$ cat src/rtl/uart_rx_if.sv
// Receiver-side signal bundle: the serial line coming in and the parallel
// byte, strobes and busy flag going out to the consumer.
interface uart_rx_if;
    logic       serial_data;
    logic [7:0] rx_parallel_data;
    logic       rx_valid;
    logic       busy;
    logic       frame_error;

    // The receiver sources the byte stream.
    modport master (
        input  serial_data,
        output rx_parallel_data,
        output rx_valid,
        output busy,
        output frame_error
    );

    // The consumer (or a line driver in a bench) sits on the other side.
    modport slave (
        output serial_data,
        input  rx_parallel_data,
        input  rx_valid,
        input  busy,
        input  frame_error
    );
endinterface

$ cat src/rtl/uart_rx.sv
// UART receiver: start bit, 8 data bits MSB first, one stop bit.
// The line is synchronised into rx_clk, the start bit is qualified at its
// middle, and every later bit is sampled one full bit period apart.
module uart_rx #(
    parameter int CLOCKS_PER_BIT = 20,
    parameter int HALF_BIT       = (CLOCKS_PER_BIT - 1) / 2
) (
    input  logic       rx_clk,
    input  logic       rst,
    uart_rx_if.master  rx_if,
    output logic [2:0] rx_state,
    output logic [2:0] bit_index
);

    localparam logic [2:0] DATA_IDLE  = 3'd0;
    localparam logic [2:0] DATA_START = 3'd1;
    localparam logic [2:0] DATA_BIT   = 3'd2;
    localparam logic [2:0] DATA_STOP  = 3'd3;

    localparam logic [15:0] BIT_LAST  = 16'(CLOCKS_PER_BIT - 1);
    localparam logic [15:0] HALF_LAST = 16'(HALF_BIT);

    logic        sync1_reg;
    logic        rxs_reg;
    logic        rxs_prev_reg;
    logic [2:0]  state_reg,     state_next;
    logic [2:0]  bit_index_reg, bit_index_next;
    logic [15:0] clk_count_reg, clk_count_next;
    logic [7:0]  shift_reg,     shift_next;
    logic [7:0]  data_reg,      data_next;
    logic        valid_reg,     valid_next;
    logic        ferr_reg,      ferr_next;
    logic        bit_sample;
    logic        falling_edge;

    // Two-flop synchroniser plus a history flop; all idle-high after reset.
    always_ff @(posedge rx_clk) begin
        if (rst) begin
            sync1_reg    <= 1'b1;
            rxs_reg      <= 1'b1;
            rxs_prev_reg <= 1'b1;
        end else begin
            sync1_reg    <= rx_if.serial_data;
            rxs_reg      <= sync1_reg;
            rxs_prev_reg <= rxs_reg;
        end
    end

    assign falling_edge = rxs_prev_reg & ~rxs_reg;
    assign bit_sample   = (state_reg == DATA_BIT) && (clk_count_reg == BIT_LAST);

    // Each shift bit only loads when its own index is the one being sampled.
    generate
        for (genvar gi = 0; gi < 8; gi++) begin : g_shift
            assign shift_next[gi] = (bit_sample && (bit_index_reg == 3'(gi)))
                                    ? rxs_reg : shift_reg[gi];
        end
    endgenerate

    // Frame sequencing: counters, state transitions and one-cycle strobes.
    always_comb begin
        state_next     = state_reg;
        bit_index_next = bit_index_reg;
        clk_count_next = clk_count_reg;
        data_next      = data_reg;
        valid_next     = 1'b0;
        ferr_next      = 1'b0;
        case (state_reg)
            DATA_IDLE: begin
                clk_count_next = 16'd0;
                bit_index_next = 3'd7;
                // Only a fresh 1->0 transition starts a frame; a stuck-low
                // line stays idle.
                if (falling_edge) begin
                    state_next = DATA_START;
                end
            end
            DATA_START: begin
                if (clk_count_reg < HALF_LAST) begin
                    clk_count_next = clk_count_reg + 16'd1;
                end else begin
                    clk_count_next = 16'd0;
                    // Line back high at mid start bit means a glitch.
                    state_next     = rxs_reg ? DATA_IDLE : DATA_BIT;
                end
            end
            DATA_BIT: begin
                if (clk_count_reg < BIT_LAST) begin
                    clk_count_next = clk_count_reg + 16'd1;
                end else begin
                    clk_count_next = 16'd0;
                    if (bit_index_reg != 3'd0) begin
                        bit_index_next = bit_index_reg - 3'd1;
                    end else begin
                        bit_index_next = 3'd7;
                        state_next     = DATA_STOP;
                    end
                end
            end
            DATA_STOP: begin
                if (clk_count_reg < BIT_LAST) begin
                    clk_count_next = clk_count_reg + 16'd1;
                end else begin
                    clk_count_next = 16'd0;
                    state_next     = DATA_IDLE;
                    // A bad stop bit leaves the last good byte in place.
                    if (rxs_reg) begin
                        data_next  = shift_reg;
                        valid_next = 1'b1;
                    end else begin
                        ferr_next  = 1'b1;
                    end
                end
            end
            default: begin
                state_next     = DATA_IDLE;
                clk_count_next = 16'd0;
                bit_index_next = 3'd7;
            end
        endcase
    end

    // Frame state registers; reset abandons any frame in flight.
    always_ff @(posedge rx_clk) begin
        if (rst) begin
            state_reg     <= DATA_IDLE;
            bit_index_reg <= 3'd7;
            clk_count_reg <= 16'd0;
            shift_reg     <= 8'd0;
            data_reg      <= 8'd0;
            valid_reg     <= 1'b0;
            ferr_reg      <= 1'b0;
        end else begin
            state_reg     <= state_next;
            bit_index_reg <= bit_index_next;
            clk_count_reg <= clk_count_next;
            shift_reg     <= shift_next;
            data_reg      <= data_next;
            valid_reg     <= valid_next;
            ferr_reg      <= ferr_next;
        end
    end

    assign rx_if.rx_parallel_data = data_reg;
    assign rx_if.rx_valid         = valid_reg;
    assign rx_if.frame_error      = ferr_reg;
    assign rx_if.busy             = (state_reg != DATA_IDLE);
    assign rx_state               = state_reg;
    assign bit_index              = bit_index_reg;

endmodule

$ cat src/flat_wrapper.sv
// flat-port wrapper written by rule: the top's interface ports become plain ports
module uart_rx_flat 
#(
    parameter int CLOCKS_PER_BIT = 20,
    parameter int HALF_BIT       = (CLOCKS_PER_BIT - 1) / 2
)
  (rx_clk, rst, rx_state, bit_index, rx_if_serial_data, rx_if_rx_parallel_data, rx_if_rx_valid, rx_if_busy, rx_if_frame_error);
  uart_rx_if rx_if_i ();
  input  logic rx_clk;
  input  logic rst;
  output logic [2:0] rx_state;
  output logic [2:0] bit_index;
  input wire logic [$bits(rx_if_i.serial_data)-1:0] rx_if_serial_data;
  output wire logic [$bits(rx_if_i.rx_parallel_data)-1:0] rx_if_rx_parallel_data;
  output wire logic [$bits(rx_if_i.rx_valid)-1:0] rx_if_rx_valid;
  output wire logic [$bits(rx_if_i.busy)-1:0] rx_if_busy;
  output wire logic [$bits(rx_if_i.frame_error)-1:0] rx_if_frame_error;
  assign rx_if_i.serial_data = rx_if_serial_data;
  assign rx_if_rx_parallel_data = rx_if_i.rx_parallel_data;
  assign rx_if_rx_valid = rx_if_i.rx_valid;
  assign rx_if_busy = rx_if_i.busy;
  assign rx_if_frame_error = rx_if_i.frame_error;
  uart_rx #(.CLOCKS_PER_BIT(CLOCKS_PER_BIT), .HALF_BIT(HALF_BIT)) u_core (.rx_clk(rx_clk), .rst(rst), .rx_if(rx_if_i), .rx_state(rx_state), .bit_index(bit_index));
endmodule
$ cat config.mk
export PLATFORM = sky130hd
export DESIGN_NAME = uart_rx_flat
export DESIGN_NICKNAME = d
export VERILOG_FILES = /design/src/rtl/uart_rx_if.sv /design/src/rtl/uart_rx.sv /design/src/flat_wrapper.sv
export SDC_FILE = /design/constraint.sdc
export NUM_CORES = 1
export LEC_CHECK = 0
export BUFFER_PORTS_ARGS = -buffer_cell sky130_fd_sc_hd__buf_4
export CELL_PAD_IN_SITES_DETAIL_PLACEMENT = 1
export CELL_PAD_IN_SITES_GLOBAL_PLACEMENT = 2
export CORE_ASPECT_RATIO = 1.1
export CORE_MARGIN = 3
export CORE_UTILIZATION = 35
export DETAILED_ROUTE_END_ITERATION = 10
export PLACE_DENSITY = 0.78
export SLEW_MARGIN = 20
export SYNTH_ARGS = -nofsm -noshare
export SYNTH_HDL_FRONTEND = slang
export SYNTH_SLANG_ARGS = --single-unit
$ cat constraint.sdc
create_clock -name rx_clk -period 3 [get_ports rx_clk]
set_clock_uncertainty 0.15 [all_clocks]
set_input_delay 0.75 -clock rx_clk [delete_from_list [all_inputs] [get_ports rx_clk]]
set_output_delay 0.75 -clock rx_clk [all_outputs]
set_load 0.02 [all_outputs]
==> run summary, run 1 <==
Commonest cells post-synth: 42 x dfxtp_1, 28 x nor2_1, 18 x mux2i_1
vias in the first global route: 1164
crit path cell chain: ha_1 > nor4bb_1 > nand3_1 > nor4_1 > mux2i_1 > nor2_1
Hold WC Path Type: reg -> reg
standard-cell rows: 25
Leak Pwr: 0.791 nW
aggregate global routing overflow: 0
Total Neg Setup Slack: 0 ns
Non-Filler Instances: 247
period utilization: 74.0%
status: finished clean
Synth area leader: dfxtp_1
Critical Path Fanout Max: 8
Final Hold Fails: 0
Hold-fix buffers, CTS: 0
GPL Wtd Cong: 0.748
synth warn: 0
Initial DRT Pass Iterations: 4
count of different cell masters after synthesis: 35
final net count: 203
Worst Setup Path Type: reg -> reg
Remaining DRCs: 0
Max Slew Vio Count: 0
Post-CTS Setup Inserts: 0
number of nets with antenna violations after routing: 0
CTS Buf Count: 5
Post-Route Utilization: 43.9%
share of layout cells above drive strength 1: 18.1%
pre-CTS WS: 0.816 ns
dpl hpwl: 2400 um
wire length per cell: 13.3 um
Worst Setup Slack, final: 0.781 ns
Max-Slew Margin vs Limit: 62.5%
post-synthesis area per instance: 10.1 um^2
Cells after Synth: 164
CP arrival: 2.24 ns
RSZ-0062 raised after global routing: no
Skew-Pair Late Insertion Delay: 0.28 ns
Worst setup SP type: flip-flop
Iter 0 DRT Violations: 58
post-synthesis sequential area ratio: 50.6%
placed cell area: 1870 um^2
Yosys top cell area share: 50.6%
die area: 5610 um^2
WP buf/inv: 0
diode count: 0
placed insts: 240
Initial Utilization: 37.4%
Main synth FF type: dfxtp_1
area growth from synthesis to layout: 17.4%
Final Setup Violations: 0
Slowest cell on crit path: nor4_1
Synth async-reset ratio: 0%
post-route cell area: 1950 um^2
cell area after synthesis: 1660 um^2
max_cap viols: 0
CTS sink cnt: 42
port buffer count: 18
pin slew with the least headroom to its limit: 0.562 ns
Clk Tree Root Cell: clkbuf_8
Synth Register Bits: 42
top area cells in the synthesized netlist: dfxtp_1 51%, mux2i_1 11%, nor2_1 6.3%
Tmin final: 2.22 ns
Die X: 71.7 um
CP max stage delay: 0.43 ns
largest net degree at the start of global routing: 24
first-pass GRT wire length: 5540 um
Critical Path RT: 3.02 ns
Die Height: 78.2 um
CTS H-tree depth: 2
CORE AREA: 4440 um^2
vias after detailed routing: 1154
CP Capture Type: flip-flop
Worst VDD drop: 0.330 mV
clock-pin slew on the worst setup and hold paths: 0.08 ns
Hold WS: 0.272 ns
CP top delay family: simple AND/OR/NAND/NOR gates
initial antenna violation count: 0
clk buf depth: 2
Power Total: 0.940 mW
flip-flop count of the largest register after layout: 16
Pwr per Cell Area: 482 nW/um^2
num ports: 20
post-DR vias/cell: 4.67
post_cts resized: 0
most frequent cell after synthesis: dfxtp_1
drt total wl: 3270 um
All-Layer GR Usage: 12.7%
CTS tree: yes
fmax: 451 MHz
Post-synth EDFFs: 0
==> per-layer routing <==
layer | GRT usage [%] | wire [um] | part of all wire, % | vias up
li1 | - | - | - | 598
met1 | 16.0 | 1590 | 48 | 539
met2 | 20.9 | 1550 | 47 | 15
met3 | 3.59 | 111 | 3.4 | 2
met4 | 3.95 | 22 | 0.67 | 0
met5 | 0 | 0 | 0 | -
==> final timing paths <==
kind / start / to / slack, ns / cells past startpoint
setup / recovery: u_core.clk_count_reg[0] / u_core.shift_reg[1] / 0.78 / 6
hold / removal: u_core.sync1_reg / u_core.rxs_reg / 0.27 / 1
setup reg to reg: u_core.clk_count_reg[0] / u_core.shift_reg[1] / 0.78 / 6
hold reg to reg: u_core.sync1_reg / u_core.rxs_reg / 0.27 / 1
==> placed cells by master (no fill, tap or decap), types with 3 or more instances in the layout <==
cell type	Yosys	layout
buf_4	1	18
or2_2	4	4
nor4_1	6	6
nand2_1	6	6
nand3_1	4	4
dfxtp_1	42	42
nor3_1	3	3
conb_1	1	12
nor2_1	28	28
clkbuf_8	0	5
ha_1	7	7
inv_1	11	11
mux2i_1	18	18
==> cell families after synthesis <==
kind of cell,after synthesis,share of synthesized area [%]
buffers and inverters,18,4.82
flip-flops,42,50.6
XOR/XNOR,3,1.58
AND/OR/NAND/NOR,63,21.1
AO/OA/AOI/OAI,12,5.50
other,1,0.226
multiplexers,18,10.9
adder cells (fa/ha/maj),7,5.27
==> power breakdown <==
group	internal (mW)	switching, mW
registers	0.567	0.00835
clock network	0.159	0.185
logic	0.00747	0.0134
total	0.733	0.207
==> layout make-up <==
type | instances | area (um^2)
fillers | 517 | 2490
flip-flops and latches | 42 | 841
multi-input cells | 115 | 781
repair buffers | 18 | 135
clock buffers | 5 | 68.8
well taps | 54 | 67.6
inverters | 11 | 41.3
clock inverters | 2 | 15.0
(Power assumes the default switching activity.)
==> inputs of run 2 (changes only) <==
Settings changed: ABC_AREA set to 1, CORE_UTILIZATION 35 to 34, PLACE_DENSITY 0.78 to 0.8.
Clock period 3 ns to 2.1 ns, I/O delays scaled along.
==> run 2 against run 1 <==
  * Synthesized cell count up 37%
  * Critical path depth down 5
  * Routed wire length up 14%
  * Critical path type is now reg -> out
  * Worst setup slack worse by 0.44 ns
  * Via count up 27%
  * Register-to-register slack worse by 0.34 ns
  * Sequential share of layout area down 3.3 points
  * Largest cell class unchanged
  * Combinational power rose to 6.4 times the previous value
  * Power up 55%
==> run summary, run 2 <==
top area cells in the synthesized netlist: dfxtp_1 45%, nand2_1 8.9%, nand4_1 8.1% (was dfxtp_1 51%, mux2i_1 11%, nor2_1 6.3%)
post-DR vias/cell: 4.50 (was 4.67)
cell area after synthesis: 1850 um^2 (was 1660 um^2)
Post-Route Utilization: 41.1% (was 43.9%)
largest net degree at the start of global routing: 22 (was 24)
Fillers: 661 (was 517)
Die X: 76.3 um (was 71.7 um)
initial antenna violation count: 0 (unchanged)
pre-CTS WS: 0.393 ns (was 0.816 ns)
post_cts resized: 0 (unchanged)
CTS Buf Count: 5 (unchanged)
Worst VDD drop: 0.373 mV (was 0.330 mV)
Initial DRT Pass Iterations: 4 (unchanged)
flip-flop count of the largest register after layout: 16 (unchanged)
CTS tree: yes (unchanged)
die area: 6360 um^2 (was 5610 um^2)
All-Layer GR Usage: 13.1% (was 12.7%)
compound-gate portion of the synthesized area: 5.08% (was 5.50%)
Commonest cells post-synth: 44 x nand2_1, 42 x dfxtp_1, 24 x inv_1, 24 x nand4_1, 23 x nor2_1 (was 42 x dfxtp_1, 28 x nor2_1, 18 x mux2i_1)
Slowest cell on crit path: dfxtp_1 (was nor4_1)
Tmin final: 1.75 ns
final net count: 265 (was 203)
CTS H-tree depth: 2 (unchanged)
placed insts: 320 (was 240)
vias in the first global route: 1475 (was 1164)
GPL Wtd Cong: 0.744 (was 0.748)
Die Height: 83.3 um (was 78.2 um)
adder-cell area share of the yosys netlist: 4.74% (was 5.28%)
Max Slew Vio Count: 0 (unchanged)
CP arrival: 1.08 ns (was 2.24 ns)
Remaining DRCs: 0 (unchanged)
wire length per cell: 11.4 um (was 13.3 um)
CP max stage delay: 0.57 ns (was 0.43 ns)
share of layout cells above drive strength 1: 16.9% (was 18.1%)
Leak Pwr: 0.905 nW (was 0.791 nW)
CORE AREA: 5130 um^2 (was 4440 um^2)
Clk Tree Root Cell: clkbuf_8 (unchanged)
mux cell area share after synthesis: 0% (was 10.9%)
standard-cell rows: 27 (was 25)
count of different cell masters after synthesis: 30 (was 35)
Iter 0 DRT Violations: 67 (was 58)
drt total wl: 3740 um (was 3270 um)
Hold WC Path Type: in -> reg (was reg -> reg)
clk buf depth: 2 (unchanged)
Power Total: 1.46 mW (was 0.940 mW)
Worst Setup Slack, final: 0.346 ns (was 0.781 ns)
clock-pin slew on the worst setup and hold paths: 0.07 ns (was 0.08 ns)
Post-synth EDFFs: 0 (unchanged)
commonest cells after routing, fill and taps aside: 44 x nand2_1, 42 x dfxtp_1, 24 x inv_1, 24 x nand4_1, 23 x nor2_1 (was 42 x dfxtp_1, 28 x nor2_1, 18 x mux2i_1, 18 x buf_4, 12 x conb_1)
CP top delay family: flip-flops (was simple AND/OR/NAND/NOR gates)
Synth area leader: dfxtp_1 (unchanged)
max_cap viols: 0 (unchanged)
Initial Utilization: 36.0% (was 37.4%)
commonest non-fill, non-tap cell in the layout: nand2_1 (was dfxtp_1)
post-synthesis sequential area ratio: 45.5% (was 50.6%)
Yosys top cell area share: 45.5% (was 50.6%)
largest family of logic cells by synthesized area: simple AND/OR/NAND/NOR gates (unchanged)
Main synth FF type: dfxtp_1 (unchanged)
reg-to-reg startpoint: u_core.clk_count_reg[0] (unchanged)
Hold-fix buffers, CTS: 0 (unchanged)
CP Capture Type: primary output (was flip-flop)
number of nets with antenna violations after routing: 0 (unchanged)
Cells after Synth: 225 (was 164)
status: finished clean (unchanged)
first-pass GRT wire length: 6830 um (was 5540 um)
simple-gate share of the synthesized area: 31.8% (was 21.1%)
Synth async-reset ratio: 0% (unchanged)
fmax: 570 MHz
vias after detailed routing: 1470 (was 1154)
diode count: 0 (unchanged)
dpl hpwl: 2780 um (was 2400 um)
Non-Filler Instances: 327 (was 247)
Setup crit start: u_core.bit_index[2] (was u_core.clk_count_reg[0])
CTS sink cnt: 42 (unchanged)
post-synthesis area per instance: 8.21 um^2 (was 10.1 um^2)
Total Neg Setup Slack: 0 ns (unchanged)
Synth Register Bits: 42 (unchanged)
synth warn: 0 (unchanged)
Worst Setup Path Type: reg -> out (was reg -> reg)
Final Setup Violations: 0 (unchanged)
Critical Path Fanout Max: 12 (was 8)
crit path cell chain: buf_4 (was ha_1 > nor4bb_1 > nand3_1 > nor4_1 > mux2i_1 > nor2_1)
area growth from synthesis to layout: 14.2% (was 17.4%)
Skew-Pair Late Insertion Delay: 0.29 ns (was 0.28 ns)
Worst setup SP type: flip-flop (unchanged)
RSZ-0062 raised after global routing: no (unchanged)
period utilization: 83.5%
Pwr per Cell Area: 691 nW/um^2 (was 482 nW/um^2)
min-delay src: rx_if_serial_data (was u_core.sync1_reg)
most frequent cell after synthesis: nand2_1 (was dfxtp_1)
Synth Area in XOR/XNOR: 1.42% (was 1.58%)
Final Hold Fails: 0 (unchanged)
Post-CTS Setup Inserts: 0 (unchanged)
port buffer count: 18 (unchanged)
Critical Path RT: 1.42 ns (was 3.02 ns)
num ports: 20 (unchanged)
aggregate global routing overflow: 0 (unchanged)
WP buf/inv: 1 (was 0)
## run 2: cell families after synthesis
group	Yosys count
DFF	42
adders and majority gates	7
and+or+nand+nor	117
AOI/OAI and AO/OA	18
other	1
xor gates and xnor gates	3
buffers and inverters	37
## run 2: cell type report
type                            instances  area, um^2  share of cell area, %
Sequential cell                        42         841                   39.9
Tap cell                               72        90.1                   4.27
Inverter                               28         105                   4.98
Multi-Input combinational cell        157         840                   39.8
Clock buffer                            7        76.3                   3.62
Timing Repair Buffer                   21         158                   7.47
## run 2: metal layers
| metal | share of wire [%] | track usage [%] |
|---|---|---|
| met2 | 47 | 21.0 |
| met5 | 0 | 0 |
| met4 | 1.8 | 5.44 |
| met3 | 3.1 | 4.12 |
| met1 | 48 | 16.3 |
## run 2: power breakdown
| group | internal, mW | switching [mW] | leakage (nW) |
|---|---|---|---|
| Clock | 0.229 | 0.253 | 0.0383 |
| Sequential | 0.819 | 0.0248 | 0.344 |
| Combinational | 0.0478 | 0.0854 | 0.522 |
| Total | 1.10 | 0.363 | 0.905 |
## run 2: per-stage QoR
stage	hold slack, ns	area, um^2
2_1_floorplan	0.239	1890
3_3_place_gp	0.249	2030
3_5_place_dp	0.247	2030
4_1_cts	0.255	2110
5_1_grt	0.252	2110
6_report	0.263	2110
## run 2: worst paths after layout
kind | slack (ns) | depth (start not counted) | to
setup / recovery | 0.35 | 1 | bit_index[2]
hold / removal | 0.26 | 2 | u_core.sync1_reg
setup reg to reg | 0.44 | 8 | u_core.rx_if.rx_parallel_data[7]
hold reg to reg | 0.26 | 1 | u_core.rxs_reg
